<file path="src/rtl/mc_cpu_core.sv">
// Multi-cycle MIPS-subset core sharing a single req/ready memory port between fetch and data access.
// Memory-port outputs decode registered state, so mem_req falls with run as soon as rst_n asserts.
module mc_cpu_core #(
    parameter logic [31:0] RESET_PC      = 32'h0000_0000,
    parameter int unsigned CNT_W         = 32,
    parameter bit          TRAP_MISALIGN = 1'b1
) (
    input  logic             clk,
    input  logic             rst_n,
    output logic             mem_req,
    output logic             mem_we,
    output logic [31:0]      mem_addr,
    output logic [31:0]      mem_wdata,
    input  logic             mem_ready,
    input  logic [31:0]      mem_rdata,
    output logic             halted,
    output logic             illegal,
    output logic [CNT_W-1:0] retired,
    output logic [31:0]      PC_out,
    output logic [31:0]      R31_out
);

    localparam logic [5:0] OP_RTYPE = 6'h00, OP_J    = 6'h02, OP_JAL = 6'h03, OP_BEQ  = 6'h04,
                           OP_BNE   = 6'h05, OP_ADDI = 6'h08, OP_ANDI = 6'h0C, OP_ORI = 6'h0D,
                           OP_LW    = 6'h23, OP_SW   = 6'h2B, OP_HALT = 6'h3F;
    localparam logic [5:0] FN_SLL = 6'h00, FN_JR = 6'h08, FN_ADD = 6'h20, FN_SUB = 6'h22,
                           FN_AND = 6'h24, FN_OR = 6'h25, FN_SLT = 6'h2A;

    typedef enum logic [2:0] {S_FETCH, S_DECODE, S_EXEC, S_MEM, S_WB, S_HALT} state_t;

    state_t      state;
    logic        run;
    logic [31:0] pc, npc, ir, a, b, imm, result;
    logic [4:0]  dst;
    logic [31:0] rf [32];

    logic [5:0]  op, fn;
    logic [4:0]  rs, rt, rd, shamt;
    logic        known, use_zext, misaligned, taken;
    logic [31:0] alu, ls_addr;

    assign op    = ir[31:26];
    assign rs    = ir[25:21];
    assign rt    = ir[20:16];
    assign rd    = ir[15:11];
    assign shamt = ir[10:6];
    assign fn    = ir[5:0];

    always_comb begin
        known    = 1'b0;
        use_zext = (op == OP_ANDI) || (op == OP_ORI);
        case (op)
            OP_RTYPE: known = fn inside {FN_ADD, FN_SUB, FN_AND, FN_OR, FN_SLT, FN_SLL, FN_JR};
            OP_ADDI, OP_ANDI, OP_ORI, OP_LW, OP_SW, OP_BEQ, OP_BNE, OP_J, OP_JAL: known = 1'b1;
            default:  known = 1'b0;
        endcase
    end

    always_comb begin
        alu = '0;
        case (op)
            OP_RTYPE: begin
                case (fn)
                    FN_ADD:  alu = a + b;
                    FN_SUB:  alu = a - b;
                    FN_AND:  alu = a & b;
                    FN_OR:   alu = a | b;
                    FN_SLT:  alu = {31'd0, $signed(a) < $signed(b)};
                    FN_SLL:  alu = b << shamt;
                    default: alu = '0;
                endcase
            end
            OP_ADDI: alu = a + imm;
            OP_ANDI: alu = a & imm;
            OP_ORI:  alu = a | imm;
            default: alu = '0;
        endcase
    end

    assign ls_addr    = a + imm;
    assign misaligned = ls_addr[1:0] != 2'b00;
    assign taken      = (a == b) ^ (op == OP_BNE);

    always_comb begin
        mem_req   = run && (state == S_FETCH || state == S_MEM);
        mem_we    = mem_req && (state == S_MEM) && (op == OP_SW);
        mem_addr  = '0;
        mem_wdata = '0;
        if (mem_req) mem_addr = (state == S_MEM) ? result : pc;
        if (mem_we)  mem_wdata = b;
    end

    assign PC_out  = pc;
    assign R31_out = rf[31];

    always_ff @(posedge clk or negedge rst_n) begin
        if (!rst_n) begin
            state   <= S_FETCH;
            run     <= 1'b0;
            pc      <= RESET_PC;
            npc     <= '0;
            ir      <= '0;
            a       <= '0;
            b       <= '0;
            imm     <= '0;
            result  <= '0;
            dst     <= '0;
            retired <= '0;
            halted  <= 1'b0;
            illegal <= 1'b0;
            for (int unsigned i = 0; i < 32; i++) rf[i] <= '0;
        end else begin
            run <= 1'b1;
            case (state)
                S_FETCH: begin
                    if (run && mem_ready) begin
                        ir    <= mem_rdata;
                        npc   <= pc + 32'd4;
                        state <= S_DECODE;
                    end
                end
                S_DECODE: begin
                    a   <= rf[rs];
                    b   <= rf[rt];
                    imm <= use_zext ? {16'h0000, ir[15:0]} : {{16{ir[15]}}, ir[15:0]};
                    if (op == OP_HALT) begin
                        halted <= 1'b1;
                        state  <= S_HALT;
                    end else if (!known) begin
                        halted  <= 1'b1;
                        illegal <= 1'b1;
                        state   <= S_HALT;
                    end else begin
                        state <= S_EXEC;
                    end
                end
                S_EXEC: begin
                    case (op)
                        OP_RTYPE: begin
                            if (fn == FN_JR) begin
                                pc      <= a;
                                retired <= retired + CNT_W'(1);
                                state   <= S_FETCH;
                            end else begin
                                result <= alu;
                                dst    <= rd;
                                state  <= S_WB;
                            end
                        end
                        OP_ADDI, OP_ANDI, OP_ORI: begin
                            result <= alu;
                            dst    <= rt;
                            state  <= S_WB;
                        end
                        OP_LW, OP_SW: begin
                            // With trapping enabled the masked address equals ls_addr whenever MEM is reached.
                            if (TRAP_MISALIGN && misaligned) begin
                                halted  <= 1'b1;
                                illegal <= 1'b1;
                                state   <= S_HALT;
                            end else begin
                                result <= {ls_addr[31:2], 2'b00};
                                state  <= S_MEM;
                            end
                        end
                        OP_BEQ, OP_BNE: begin
                            pc      <= taken ? npc + (imm << 2) : npc;
                            retired <= retired + CNT_W'(1);
                            state   <= S_FETCH;
                        end
                        OP_J, OP_JAL: begin
                            pc <= {npc[31:28], ir[25:0], 2'b00};
                            if (op == OP_JAL) rf[31] <= npc;
                            retired <= retired + CNT_W'(1);
                            state   <= S_FETCH;
                        end
                        default: state <= S_HALT;
                    endcase
                end
                S_MEM: begin
                    if (mem_ready) begin
                        if (op == OP_SW) begin
                            pc      <= npc;
                            retired <= retired + CNT_W'(1);
                            state   <= S_FETCH;
                        end else begin
                            result <= mem_rdata;
                            dst    <= rt;
                            state  <= S_WB;
                        end
                    end
                end
                S_WB: begin
                    if (dst != 5'd0) rf[dst] <= result;
                    pc      <= npc;
                    retired <= retired + CNT_W'(1);
                    state   <= S_FETCH;
                end
                default: state <= S_HALT;
            endcase
        end
    end

endmodule
</file>
<file path="config.mk">
export PLATFORM = sky130hd
export DESIGN_NAME = mc_cpu_core
export DESIGN_NICKNAME = d
export VERILOG_FILES = /design/src/rtl/mc_cpu_core.sv
export SDC_FILE = /design/constraint.sdc
export NUM_CORES = 2
export LEC_CHECK = 0
export BUFFER_PORTS_ARGS = -buffer_cell sky130_fd_sc_hd__buf_4
export CAP_MARGIN = 20
export CORE_UTILIZATION = 40
export DETAILED_ROUTE_END_ITERATION = 10
export PLACE_DENSITY = 0.56
export SYNTH_ARGS = -nofsm -noshare
export SYNTH_HDL_FRONTEND = slang
export SYNTH_SLANG_ARGS = --single-unit
</file>
<file path="constraint.sdc">
create_clock -name clk -period 4.61 [get_ports clk]
set_clock_uncertainty 0.1 [all_clocks]
set_input_delay 0.922 -clock clk [delete_from_list [all_inputs] [get_ports clk]]
set_output_delay 0.922 -clock clk [all_outputs]
set_load 0.005 [all_outputs]
</file>
==> impl_metrics.yaml <==
synthesis:
  synth.avg_cell_area_um2: 12.7
  synth_area_leader_cell: "dfrtp_1"
  synth_compound_area_share_pct: 7.38
  netlist_area_um2: 76000
  synth_seq_cells: 1276
  synth_top_family_by_area: "multiplexers"
  yosys.area_share.adder_pct: 3.31
  syn_nets: 6240
  synthSimpleGateAreaFrac_pct: 5.62
  synth_edf_count: 0
  synth_top_area_share_pct: 42.0
  yosys_warnings: 0
  ys_types: 83
  yosys-top-cells-area: "dfrtp_1 42%, mux4_2 20%, mux2_2 15%"
  seq_area_frac_synth_pct: 42.0
  muxShareOfSynthArea_pct: 36.2
  async_flop_share_pct: 100
  synth_cells: 6006
  synthXorXnorAreaFrac_pct: 1.61
  synth_ff_type: "dfrtp_1"
timing:
  slew_headroom_pct: 19.7
  fmax_mhz: 226
  hold_ws_ns: 0.282
  rsz0062_at_grt: "false"
  tns_ns: 0
  hold_viol: 0
  fin_crit_ns: 4.42
  worst_pin_slew_ns: 1.19
  slew_violations: 0
  fin_ws_ns: 0.187
  post-route-period-util_pct: 95.9
  setup_viol: 0
critical_path:
  slowest_stage: "o21ai_0"
  cp_data_required_time_ns: 5.17
  cpPeakStageDelay_ns: 0.93
  worstPathMaxFanout: 6
  path_buf_inv: 2
  crit_top_cell: "o21ai_0"
  path_class: "reg2reg"
  crit_chain: "inv_1 -> ha_1 -> a21o_1 -> a221oi_1 -> buf_4 -> o21ai_0 -> a21oi_1 -> o211a_1 -> o21ai_0 -> a31oi_1 -> o31ai_1 -> mux2i_1 -> and3_1 -> o22ai_1"
  startpoint_type: "flop"
  crit_family: "compound AO/OA/AOI/OAI gates"
  cp.arrival_ns: 4.98
  cp-end-kind: "flop"
floorplanning:
  rows: 159
  top_level_ports: 199
  die_h_um: 438
  dieArea_um2: 192000
  coreArea_um2: 188000
  dieWidth_um: 438
  initial_core_util_pct: 40.4
placed_design:
  place_hpwl_um: 187000
  gp_congestion: 0.992
  post-place-ws_ns: 0.340
  io_buffers: 198
routing:
  wl_per_cell_um: 31.8
  route.detailed.drc: 20
  vias: 54300
  ant_nets: 0
  dr.max_layer_used: "met5"
  finalWirelength_um: 275000
  wl_met1_um: 116000
  routed-wl-met3_um: 18500
  first_iter_violations: 5709
  vias_per_cell: 6.28
  met2_length_um: 129000
  drt-pass1-iter-count: 10
cts:
  cts.sinks: 1276
  htreeDepth: 4
  cts_max_path_buffers: 3
  cts_setup_buffers: 0
  clkTransAtPathRegs_ns: 0.06
  clkLatencyLatePin_ns: 0.81
  ctsRootBufferMaster: "clkbuf_16"
  cts_buffers: 142
  cts_tree: "yes"
cells_and_area:
  final_util_pct: 45.7
  syn2layout_area_growth_pct: 13.0
  drive_gt1_share_pct: 39.7
  nets: 6274
  fillers: 17100
power_and_ir_drop:
  power_switching_w: 0.0217
  clock_power_share_pct: 22.0
  combPwrFrac_pct: 45.1
  vdd_drop_max_uv: 437
  p_int_w: 0.0311
  swShare_pct: 41.1
  power_density_nw_per_um2: 615
  power.total_w: 0.0529
  p_leak_nw: 38.0
  seq_power_share_pct: 32.9
worst_hold_path:
  hold_path.class: "in2reg"
grt:
  track_usage_pct: 28.7
  antenna_found_initial: 13
  overflow: 0
  grt_pass1_wl_um: 400000
  grt_start_max_net_pins: 111
  grt_pass1_vias: 54600
flow_run:
  drv_cap: 0
outcome:
  failed_checks: "design-rule violations"
  status: "complete, but fails checks"
-- repair_timing --
action                                  in CTS  in global routing
hold endpoints to repair                     6                  0
resized for setup                            0                  1
endpoints found under the setup margin       0                  1
hold buffers                                 1                  0
-- logic make-up (layout without fill, tap and decap cells) --
| family | Yosys count | count (layout) |
|---|---|---|
| buffers and inverters | 748 | 895 |
| AND/OR/NAND/NOR | 956 | 956 |
| other | 1 | 4 |
| adder cells (fa/ha/maj) | 199 | 199 |
| flip-flops | 1276 | 1276 |
| XOR/XNOR | 140 | 140 |
| AO/OA/AOI/OAI | 899 | 899 |
| multiplexers | 1787 | 1787 |
-- Yosys cell counts, types with 39 or more instances --
master and instances:
nor3_1 80, clkbuf_1 431, o21ai_0 260, nand3_1 63
dfrtp_1 1276, nand2_1 387, nor2_1 243, and2_1 46
mux4_2 669, a21oi_1 275, mux2i_1 121, mux2_2 997
inv_1 165, buf_1 109, xnor2_1 111, a22oi_1 39
ha_1 195
-- cell type report --
class / count / area, µm² / area share (%)
tap: 2495 / 3120 / 3.63
sequential: 1276 / 32000 / 37.2
inverter: 166 / 623 / 0.725
antenna: 3 / 7.51 / 0.00874
clock buffer: 196 / 4050 / 4.71
timing repair buffer: 472 / 4130 / 4.81
clock inverter: 61 / 633 / 0.737
multi-input combinational: 3982 / 41400 / 48.2
-- power by group through the flow --
stage	registers, W	clock network [W]	logic (W)
2_1_floorplan	0.0156	0	0.0164
3_3_place_gp	0.0173	0	0.0236
3_5_place_dp	0.0175	0	0.0237
4_1_cts	0.0173	0.0118	0.0237
5_1_grt	0.0177	0.0122	0.0253
6_report	0.0174	0.0116	0.0238
-- registers in the layout, summed over array words and instances, names as in the netlist --
name / count
result: 32
state: 3
R31_out: 32
imm: 17
PC_out: 32
halted: 1
rf: 992
illegal: 1
a: 32
npc: 32
b: 32
run: 1
ir: 32
dst: 5
retired: 32
-- path summary, 6_finish.rpt --
path | from | depth (start not counted) | end | slack (ns)
worst max-delay path | a[2] | 14 | result[30] | 0.19
worst min-delay path | mem_rdata[16] | 2 | ir[16] | 0.28
worst max register to register | a[2] | 14 | result[30] | 0.19
worst min register to register | rf[1014] | 0 | rf[1014] | 0.29
max in group asynchronous | rst_n | 3 | rf[491] | 2.48
min in group asynchronous | rst_n | 2 | rf[829] | 0.63
-- placed cells by master, fill, tap and decap left out, types with 55 or more instances in the layout --
cell type	count
mux2i_1	121
mux2_2	997
nor3_1	76
inv_1	165
clkbuf_16	144
dfrtp_1	1263
ha_1	195
buf_4	425
mux4_2	669
nand3_1	55
nor2_1	234
o21ai_0	260
xnor2_1	111
nand2_1	374
a21oi_1	274
-- metrics by stage --
step                      cell area (µm²)  instances
final                               85900       8651
after global routing                85900       8650
after CTS                           85900       8647
after detailed placement            81200       8389
after global placement              81200       8389
after floorplan                     76000       6006
-- metal layers --
| metal | GRT usage [%] | vias to the layer above |
|---|---|---|
| met2 | 45.2 | 2159 |
| met1 | 39.7 | 29000 |
| li1 | - | 22600 |
| met5 | 0 | - |
| met3 | 4.41 | 512 |
| met4 | 11.5 | 10 |
(Power assumes the default switching activity.)
